<file path="config.mk">
export PLATFORM = sky130hd
export DESIGN_NAME = jump_control_unit
export DESIGN_NICKNAME = d
export VERILOG_FILES = /design/src/rtl/jump_control_unit.sv
export SDC_FILE = /design/constraint.sdc
export NUM_CORES = 1
export LEC_CHECK = 0
export CAP_MARGIN = 20
export CORE_MARGIN = 4
export CORE_UTILIZATION = 36
export DETAILED_ROUTE_END_ITERATION = 6
export GPL_TIMING_DRIVEN = 1
export PLACE_DENSITY_LB_ADDON = 0.25
export SLEW_MARGIN = 20
export SYNTH_ARGS = -nofsm -noshare
export SYNTH_HDL_FRONTEND = slang
export SYNTH_SLANG_ARGS = --single-unit
</file>
<file path="constraint.sdc">
create_clock -name clk -period 3.1 [get_ports clk]
set_clock_uncertainty 0.2 [all_clocks]
set_input_delay 0.31 -clock clk [delete_from_list [all_inputs] [get_ports clk]]
set_output_delay 0.31 -clock clk [all_outputs]
set_load 0.005 [all_outputs]
</file>
<file path="src/rtl/jump_control_unit.sv">
// Hardwired fetch/execute sequencer for br, jr, jal, nop and halt, driving the Datapath control inputs.
// One state per clk edge; controls are decoded from the state register (plus mem_rdy/con_ff/ir where noted).
module jump_control_unit #(
  parameter logic [4:0] OP_BR       = 5'b10010,
  parameter logic [4:0] OP_JR       = 5'b10011,
  parameter logic [4:0] OP_JAL      = 5'b10100,
  parameter logic [4:0] OP_NOP      = 5'b11001,
  parameter logic [4:0] OP_HALT     = 5'b11010,
  parameter logic [4:0] ALU_ADD     = 5'b00011,
  parameter int         LINK_REG    = 8,
  parameter int         MEM_TIMEOUT = 15
) (
  input  logic        clk,
  input  logic        clr,
  input  logic [31:0] ir,
  input  logic        con_ff,
  input  logic        mem_rdy,
  output logic        PC_out,
  output logic        PCin,
  output logic        IncPC,
  output logic        MARin,
  output logic        MDRin,
  output logic        MDR_out,
  output logic        Read,
  output logic        IRin,
  output logic        Gra,
  output logic        Grb,
  output logic        Grc,
  output logic        R_out,
  output logic        Rin,
  output logic        BAout,
  output logic        CONin,
  output logic        Yin,
  output logic        C_out,
  output logic        Zlowin,
  output logic        Zlo_out,
  output logic [4:0]  op_sel,
  output logic [15:0] R_rd,
  output logic        run,
  output logic        illegal_op,
  output logic        mem_fault
);

  localparam int CNT_W = ($clog2(MEM_TIMEOUT + 1) > 4) ? $clog2(MEM_TIMEOUT + 1) : 4;

  typedef enum logic [3:0] {
    S_RST, S_F0, S_F1, S_F2, S_DEC, S_JR_A, S_JAL_A, S_JAL_B,
    S_BR_A, S_BR_B, S_BR_C, S_BR_D, S_HALT
  } state_t;

  state_t           state, state_nxt;
  logic [CNT_W-1:0] wait_cnt;
  logic [4:0]       opcode;
  logic             timeout;
  logic             unused_ir_bits;

  function automatic logic [CNT_W-1:0] sat_inc(input logic [CNT_W-1:0] v);
    return (v == {CNT_W{1'b1}}) ? v : v + 1'b1;
  endfunction

  assign opcode         = ir[31:27];
  assign unused_ir_bits = ^ir[26:0];
  // Fault fires on the MEM_TIMEOUT-th consecutive F1 cycle without data.
  assign timeout = (state == S_F1) && !mem_rdy && (wait_cnt >= CNT_W'(MEM_TIMEOUT - 1));

  always_ff @(posedge clk) begin
    if (clr) begin
      state     <= S_RST;
      wait_cnt  <= '0;
      mem_fault <= 1'b0;
    end else begin
      state <= state_nxt;
      if (state == S_F1 && !mem_rdy)
        wait_cnt <= sat_inc(wait_cnt);
      else
        wait_cnt <= '0;
      if (timeout)
        mem_fault <= 1'b1;
    end
  end

  always_comb begin
    state_nxt  = state;
    PC_out     = 1'b0;
    PCin       = 1'b0;
    IncPC      = 1'b0;
    MARin      = 1'b0;
    MDRin      = 1'b0;
    MDR_out    = 1'b0;
    Read       = 1'b0;
    IRin       = 1'b0;
    Gra        = 1'b0;
    Grb        = 1'b0;
    Grc        = 1'b0;
    R_out      = 1'b0;
    Rin        = 1'b0;
    BAout      = 1'b0;
    CONin      = 1'b0;
    Yin        = 1'b0;
    C_out      = 1'b0;
    Zlowin     = 1'b0;
    Zlo_out    = 1'b0;
    op_sel     = 5'b0;
    R_rd       = 16'b0;
    illegal_op = 1'b0;
    run        = (state != S_RST) && (state != S_HALT);
    case (state)
      S_RST: state_nxt = S_F0;
      S_F0: begin
        PC_out = 1'b1; MARin = 1'b1; IncPC = 1'b1; Zlowin = 1'b1;
        state_nxt = S_F1;
      end
      S_F1: begin
        // PC is only reloaded from Z on the cycle the fetch completes.
        Zlo_out = 1'b1; Read = 1'b1; MDRin = 1'b1;
        PCin    = mem_rdy;
        if (mem_rdy)      state_nxt = S_F2;
        else if (timeout) state_nxt = S_HALT;
      end
      S_F2: begin
        MDR_out = 1'b1; IRin = 1'b1;
        state_nxt = S_DEC;
      end
      S_DEC: begin
        if (opcode == OP_BR)        state_nxt = S_BR_A;
        else if (opcode == OP_JR)   state_nxt = S_JR_A;
        else if (opcode == OP_JAL)  state_nxt = S_JAL_A;
        else if (opcode == OP_NOP)  state_nxt = S_F0;
        else if (opcode == OP_HALT) state_nxt = S_HALT;
        else begin
          illegal_op = 1'b1;
          state_nxt  = S_F0;
        end
      end
      S_JR_A: begin
        Gra = 1'b1; R_out = 1'b1; PCin = 1'b1;
        state_nxt = S_F0;
      end
      S_JAL_A: begin
        PC_out = 1'b1; Rin = 1'b1;
        R_rd   = 16'b1 << LINK_REG;
        state_nxt = S_JAL_B;
      end
      S_JAL_B: begin
        Gra = 1'b1; R_out = 1'b1; PCin = 1'b1;
        state_nxt = S_F0;
      end
      S_BR_A: begin
        Gra = 1'b1; R_out = 1'b1; CONin = 1'b1;
        state_nxt = S_BR_B;
      end
      S_BR_B: begin
        PC_out = 1'b1; Yin = 1'b1;
        state_nxt = S_BR_C;
      end
      S_BR_C: begin
        C_out = 1'b1; Zlowin = 1'b1; op_sel = ALU_ADD;
        state_nxt = S_BR_D;
      end
      S_BR_D: begin
        Zlo_out = 1'b1; PCin = con_ff;
        state_nxt = S_F0;
      end
      S_HALT: state_nxt = S_HALT;
      default: state_nxt = S_RST;
    endcase
  end

endmodule

</file>
# --- Yosys cells after proc, flatten, opt, wreduce, memory -nomap -nowiden ---
# Cells that the tools add are included.
totals:
  regBits: 9
  wordCells: 67
  latchBits: 0
  n_memories: 0
  rom_bits: 0
  ram_bits: 0
  in_bits: 36
  out_inout_bits: 43
op_classes:
  n_shift: 0
  n_div: 0
  order_cmp: 1
  n_mux: 28
  n_mul: 0
  n_reduce_logical: 13
  eq_ne: 20
  bitwise: 1
  addsub: 1
ops:
  columns: ["op", "n"]
  rows:
  - ["$pmux 4 s10", 1]
  - ["$mux 4", 7]
  - ["$eq 5x5->1 const B", 5]
  - ["$eq 4x4->1 const B", 6]
  - ["$mux 1", 17]
  - ["$eq 4x3->1 const B", 4]
  - ["$mux 9", 1]
  - ["$eq 4x2->1 const B", 2]
  - ["$reduce_or 2->1", 4]
  - ["$reduce_or 3->1", 2]
  - ["$add 4x1->4 const B", 1]
  - ["$eq 4x1->1 const B", 1]
  - ["$ge 4x4->1 const B", 1]
  - ["$logic_not 4->1", 1]
  - ["$ne 4x4->1 const B", 1]
  - ["$reduce_bool 4->1", 1]
  - ["$reduce_or 4->1", 1]
  - ["$logic_and 1x1->1", 3]
  - ["$ne 3x3->1 const B", 1]
  - ["$pmux 1 s3", 1]
  - ["$mux 2", 1]
  - ["$logic_not 1->1", 1]
  - ["$not 1->1", 1]

# --- Longest topological paths before layout ---
# Gate-level depths: netlist of run 1.
logic_depth:
  word_depth: 7
  depth_mapped: 6
  depth_no_buf: 6

# --- Worst setup path before layout of run 1 ---
# OpenSTA, ideal clock, no wires.
synth_timing:
  path_kind: "reg-to-reg"
  startpoint: "register wait_cnt[0]"
  endpoint: "register state[1]"
  period_less_slack_ns: 1.653
  required_time_ns: 2.783
  arrival_time_ns: 1.337
  setup_slack_ns: 1.447
  path_stages_with_launch: 7
  setup_ns: 0.117
  n_path_buf: 0
  path_cell_list: "dfxtp_1 inv_1 ha_1 o211a_1 nor4b_4 or3_4 o21ai_1"
synth_via:
  elab_chain_len: 3
synth_rtl:
  columns: ["element", "line_no", "text"]
  rows:
  - ["start: declaration", "52", "logic [CNT_W-1:0] wait_cnt;"]
  - ["start signal: assignment", "74", "wait_cnt <= sat_inc(wait_cnt);"]
  - ["$ge 4x4->1", "64", "assign timeout = (state == S_F1) && !mem_rdy && (wait_cnt >= CNT_W'(MEM_TIMEOUT - 1));"]
  - ["$logic_and 1x1->1", "64", null]
  - ["$ne 3x3->1 (no source line)", null, null]
  - ["end signal: assignment", "72", "state <= state_nxt;"]
  - ["end: declaration", "51", "state_t state, state_nxt;"]
# Every way passes these cells.
# A chain may end at the register's enable or synchronous reset.

# --- Worst setup path after layout of run 1 ---
layout_timing:
  startpoint: "register state[2]"
  endpoint: "output port illegal_op"
layout_via:
  elab_chain_len: 2
layout_rtl:
  columns: ["element", "line_no", "text"]
  rows:
  - ["$eq 4x3->1", "107", "case (state)"]
  - ["$mux 1", "107", null]
  - ["end: declaration", "40", "output logic illegal_op,"]
# Every way passes these cells.

==> impl_results.md, run 1 <==
- Combinational power share: around 53%
- Final Cell Area: 0.00119 sq mm
- Post-route setup TNS: 0 ns
- Post-Syn Instances: 129
- Dominant cells by area after synthesis: buf_4 22%, dfxtp_1 18%, nor2_1 4.5%, nand2b_1 3.8%, nand2_1 3.4%
- Synth Area in XOR/XNOR: 2.64%
- First-pass GRT wire length: 3470 microns
- Drt pass-1 iters: 3
- DRC viols: 0
- Worst-margin pin slew: 0.558 ns
- Sw Share: between 30% and 40%
- CP Data Arrival Time: 2.08 ns
- Net switching power: 0.225 mW
- Area added between synthesis and finish: 19.9%
- Reg clk slew, reported paths: 0.06 ns
- Vias per cell: 4.77
- Worst-Skew Late Latency: 0.26 ns
- # clock sinks: 9
- Largest family of logic cells by synthesized area: simple AND/OR/NAND/NOR gates
- GRT overflow: 0
- Critical path type: flip-flop to output port
- Final hold violation count: 0
- Clk network pwr share: 15.4%
- DIE WIDTH: 60.6 microns
- Netlist Area Pre-Place: 995 sq um
- RSZ-0062 raised after global routing: false
- Startpoint Class: flip-flop
- LEAKAGE: roughly 0.47 nW
- Synth Flop Type: dfxtp_1
- Max-Cap Viols: 0
- Wire per inst: 12.1 microns
- Final total power: 0.585 mW
- Die area: 0.00367 sq mm
- CP Max Fanout: 16
- Max Root-Sink Buffers: 2
- Post-synthesis simple-gate area fraction: between 30% and 40%
- Ys async rst share: 0%
- Multiplexer share of the synthesized area: 0%
- RR Startpoint: state[2]
- H-tree depth: 1
- Via count: 853
- Post-layout util: approximately 47%
- Pin count of the biggest net entering global routing: 18
- Ys Warns: 0
- Die Y: 60.6 microns
- Yosys top cell by area: buf_4
- Starting Density: around two fifths
- Initial antenna violation count: 0
- Post-Route WL: approximately 2200 microns
- Synth top area share: 21.9%
- 1st-iter DRT viols: 10
- Root buf cell: clkbuf_4
- Placed cell area: 0.00117 sq mm
- Crit path required time: 2.59 ns
- PostCTS Resize Cnt: 0
- HPWL after DPL: 1750 microns
- ANT cells: 0
- GRT Overall Usage: between 10% and 20%
- Worst Hold Class: flip-flop to flip-flop
- # IOs: 79
- Commonest non-fill, non-tap cells in the layout: 30 x clkdlybuf4s50_1, 21 x conb_1, 12 x nor2_1
- Internal: 0.360 mW
- CP Capture Type: output port
- CP startpoint: state[2]
- Crit path largest cell delay: roughly 0.67 ns
- Most common cell after layout, fill and taps aside: clkdlybuf4s50_1
- Antenna viol nets, final: 0
- Finish-stage setup viols: 0
- Setup Fix Bufs, Post-CTS: 0
- Share of layout cells above drive strength 1: 8.05%
- Post-synthesis adder-cell area fraction: 2.52%
- Post-CTS Hold Fix Bufs: 0
- CTS tree: built
- Post-route minimum period: 2.59 ns
- Synth Register Bits: 9
- Number of synthesized flops with an enable pin: 0
- Syn avg cell area: 7.71 sq um
- Post-synthesis compound-gate area fraction: between 15 and 20%
- Worst slew margin: between 60% and 70%
- GPL Wtd Cong: 0.783
- Register area share after synthesis: 18.1%
- Crit path max-delay cell type: dfxtp_1
- Input/output buffers: 30
- Fin crit share: 83.5%
- Num CTS Buffers: 3
- VDD IR max: between 300 and 400 uV
- Final #Nets: 188
- Max Slew Vio Count: 0
- Cell Rows: 18
- Number of global-route vias before repair: 796
- FMAX: 0.386 GHz
- Outcome: complete, no violations
- Hold path start: mem_fault
- CP cell instances: nor4b_2 > a21boi_0 > clkdlybuf4s50_1
- P per Cell Area: roughly 500 mW/mm^2
- Core Area: 0.00254 sq mm
- Yosys cell types: 45
- Register share of total power: 31.7%
[worst paths after layout]
| kind | slack, ns | end | cells after the start |
|---|---|---|---|
| min reg2reg | 0.28 | mem_fault | 2 |
| max | 0.51 | illegal_op | 3 |
| max reg2reg | 1.24 | state[3] | 4 |
| min | 0.28 | mem_fault | 2 |
[cell usage after synthesis, drive strengths merged (2+ instances only)]
master  instances
a21o            2
xnor2           3
nand3           2
nand2b          7
buf            33
a31oi           2
nor4b           3
nor3            5
nor2b           3
nor3b           2
and3            3
ha              2
dfxtp           9
inv             2
nand3b          2
nor2           12
nand2           9
a21oi           6
[through the flow]
stage               hold WS (ns)  setup WS (ns)  std cells
floorplan                  0.182           1.45        149
global placement           0.260          0.675        175
detailed placement         0.269          0.599        175
CTS                        0.283          0.478        179
global route               0.299          0.316        179
finish                     0.277          0.512        179
[worst max-delay path: cells and delay by family, from the launching register on]
family	cells	cell delay [ns]
flip-flops	1	0.67
buffers and inverters	1	0.53
AND/OR/NAND/NOR	1	0.38
AO/OA/AOI/OAI	1	0.24
[per-layer routing]
| layer | track usage (%) | part of all wire [%] | vias to the layer above | routed length [microns] |
|---|---|---|---|---|
| met1 | 15.3 | 42 | 388 | 910 |
| met5 | 0 | 0 | - | 0 |
| li1 | - | - | 439 | - |
| met4 | 2.79 | 0.55 | 0 | 12 |
| met3 | 2.77 | 5.7 | 2 | 124 |
| met2 | 20.8 | 52 | 24 | 1120 |
[flip-flops by register name, indices dropped and copies added, names as in the netlist]
register and cells:
wait_cnt 4, state 4, mem_fault 1
[logic make-up (layout without fill, tap and decap cells)]
logic type,count (synthesis),in the layout
xor+xnor,3,3
other cells,1,21
buf+inv,36,36
compound gates,24,24
flops,9,9
fa+ha+maj,2,2
simple gates,54,54
[area by class of cell]
| cell class | instances | area, sq um |
|---|---|---|
| Tap cell | 30 | 37.5 |
| Timing Repair Buffer | 30 | 300 |
| Inverter | 2 | 7.51 |
| Multi-Input combinational cell | 104 | 641 |
| Sequential cell | 9 | 180 |
| Fill cell | 276 | 1350 |
| Clock buffer | 4 | 26.3 |
[power groups by stage]
stage                     Clock, mW  Combinational [mW]  Sequential [mW]
after global routing          0.102               0.345            0.192
after global placement            0               0.309            0.186
after floorplan                   0               0.243            0.143
after CTS                    0.0948               0.313            0.185
final                        0.0898               0.310            0.185
after detailed placement          0               0.312            0.188
(Power assumes the default switching activity.)
==> run 2, diff against run 1 <==
--- a/config.mk
+++ b/config.mk
@@ -7,7 +7,7 @@
 export LEC_CHECK = 0
 export CAP_MARGIN = 20
 export CORE_MARGIN = 4
-export CORE_UTILIZATION = 36
+export CORE_UTILIZATION = 30
 export DETAILED_ROUTE_END_ITERATION = 6
 export GPL_TIMING_DRIVEN = 1
 export PLACE_DENSITY_LB_ADDON = 0.25
==> constraint.sdc (replaced) <==
create_clock -name clk -period 2.1 [get_ports clk]
set_clock_uncertainty 0.2 [all_clocks]
set_input_delay 0.21 -clock clk [delete_from_list [all_inputs] [get_ports clk]]
set_output_delay 0.21 -clock clk [all_outputs]
set_load 0.005 [all_outputs]
==> run 2 against run 1 <==
  * Cell count rose by 15%
  * Flip-flop and latch count stayed put
  * Critical path depth rose by 1
  * Via count grew 6.7%
  * Power is 60% higher
  * Critical path type unchanged
  * Critical endpoint is now Zlowin
==> impl_results.md, run 2 (same netlist as run 1, synthesis figures left out) <==
- Outcome: complete, no violations
- Hold path depth: 2
- Crit path largest cell delay: 0.45 ns
- GRT Overall Usage: 10.4%
- Final total power: 0.938 mW
- Internal: 0.584 mW
- Flop-to-flop setup slack: 0.27 ns
- GRT overflow: 0
- Net switching power: 0.354 mW
- Max Root-Sink Buffers: 2
- Setup Fix Bufs, Post-CTS: 0
- Number of global-route vias before repair: 871
- Busiest grt layer: met2
- Drt pass-1 iters: 4
- Reg-to-reg critical path endpoint: state[2]
- Final hold violation count: 0
- Vias per cell: 4.42
- DIE WIDTH: about 66 microns
- CTS tree: built
- Critical path type: flip-flop to output port
- Root buf cell: clkbuf_4
- Met1 Use GR: 12.7%
- Final setup margin: 0.0240 ns
- RR Startpoint: wait_cnt[0]
- Hold endpoint: mem_fault
- DRC viols: 0
- CP Capture Type: output port
- Die Y: 65.6 microns
- CP cell instances: nand2b_1 > nor3_2 > or2_2 > clkdlybuf4s50_1
- Crit path required time: 1.69 ns
- Via count: 910
- FMAX: 0.482 GHz
- Finish-stage setup viols: 0
- Worst Hold Class: flip-flop to flip-flop
- VDD IR max: 234 uV
- First-pass GRT wire length: around 3700 microns
- PostCTS Resize Cnt: 7
- Reg clk slew, reported paths: 0.06 ns
- Post-route minimum period: about 2.1 ns
- Cell Rows: 20
- Crit path max-delay cell type: clkdlybuf4s50_1
- Core Area: 0.00310 sq mm
- CP Data Arrival Time: 1.67 ns
- Worst-Skew Late Latency: 0.25 ns
- Most common cell after layout, fill and taps aside: clkdlybuf4s50_1
- Input/output buffers: 30
- Pin count of the biggest net entering global routing: 11
- Post-placement setup slack: -0.0695 ns
- Initial antenna violation count: 0
- GPL Wtd Cong: 0.875
- # IOs: 79
- Met3 global-route usage: slightly below 3%
- ANT cells: 0
- Worst reg2reg path depth: 6
- Num CTS Buffers: 3
- Final Cell Area: 0.00135 sq mm
- Post-CTS Hold Fix Bufs: 0
- Hold path start: mem_fault
- Placed cell area: 0.00128 sq mm
- 1st-iter DRT viols: 15
- HPWL after DPL: 1960 microns
- RSZ-0062 raised after global routing: true
- Commonest non-fill, non-tap cells in the layout: 29 x clkdlybuf4s50_1, 21 x conb_1, 13 x buf_4
- Antenna viol nets, final: 0
- Final #Nets: 201
- Clk network pwr share: a little over an eighth
- H-tree depth: 1
- CP Max Fanout: 9
- Area added between synthesis and finish: 35.5%
- Fin crit share: 98.9%
- Die area: 0.00430 sq mm
- Max-Cap Viols: 0
- LEAKAGE: 0.561 nW
- P per Cell Area: 696 mW/mm^2
- Startpoint Class: flip-flop
- Post-Route WL: ~2300 microns
- Biggest regs: state x4, wait_cnt x4, mem_fault x1
- Final hold slack: 0.267 ns
- Max Slew Vio Count: 0
- # clock sinks: 9
- Combinational power share: 59.3%
- Grt met2 use: 18.8%
- Register share of total power: approximately 27%
- Share of layout cells above drive strength 1: 20.4%
- Sw Share: roughly 38%
- Wire per inst: 11.3 microns
- Starting Density: 32.1%
run 2: cell type report:
type                       count  area [sq um]
fill                         337          1760
clock inverter                 1          5.00
timing repair buffer          43           397
clock buffer                   3          22.5
sequential                     9           190
inverter                       2          7.51
multi-input combinational    104           671
tap                           44          55.1
run 2: worst max-delay path: cells and delay by family (launching register included):
family        cells  cell delay (ns)
simple gates      3             0.55
buf+inv           1             0.45
flops             1             0.42
run 2: worst max-delay path by stage:
stage                      startpoint          to  slack [ns]  cells after the start
after global routing         state[3]      Zlowin       -0.05                      4
after global placement         ir[27]  illegal_op       -0.07                      6
final                        state[3]      Zlowin        0.02                      4
after detailed placement       ir[27]  illegal_op       -0.07                      6
after CTS                    state[0]      Zlowin        0.03                      4
after floorplan           wait_cnt[0]    state[1]        0.45                      6
run 2: per-layer routing:
| layer | vias to the layer above | wire (microns) |
|---|---|---|
| met5 | - | 0 |
| met4 | 0 | 0 |
| met3 | 0 | 137 |
| met2 | 21 | 1210 |
| met1 | 425 | 977 |
| li1 | 464 | - |
run 2: power by group through the flow:
stage               registers (mW)  logic (mW)  clock network [mW]
floorplan                    0.211       0.359                   0
global placement             0.240       0.542                   0
detailed placement           0.240       0.545                   0
CTS                          0.248       0.553               0.132
global route                 0.260       0.610               0.140
finish                       0.254       0.556               0.128
run 2: stage by stage:
stage	util, %	instances	setup TNS, ns
floorplan	-	149	0
global placement	41.3	202	-0.0707
detailed placement	41.3	202	-0.0695
CTS	42.7	206	0
global route	43.4	206	-0.0606
finish	43.4	206	0
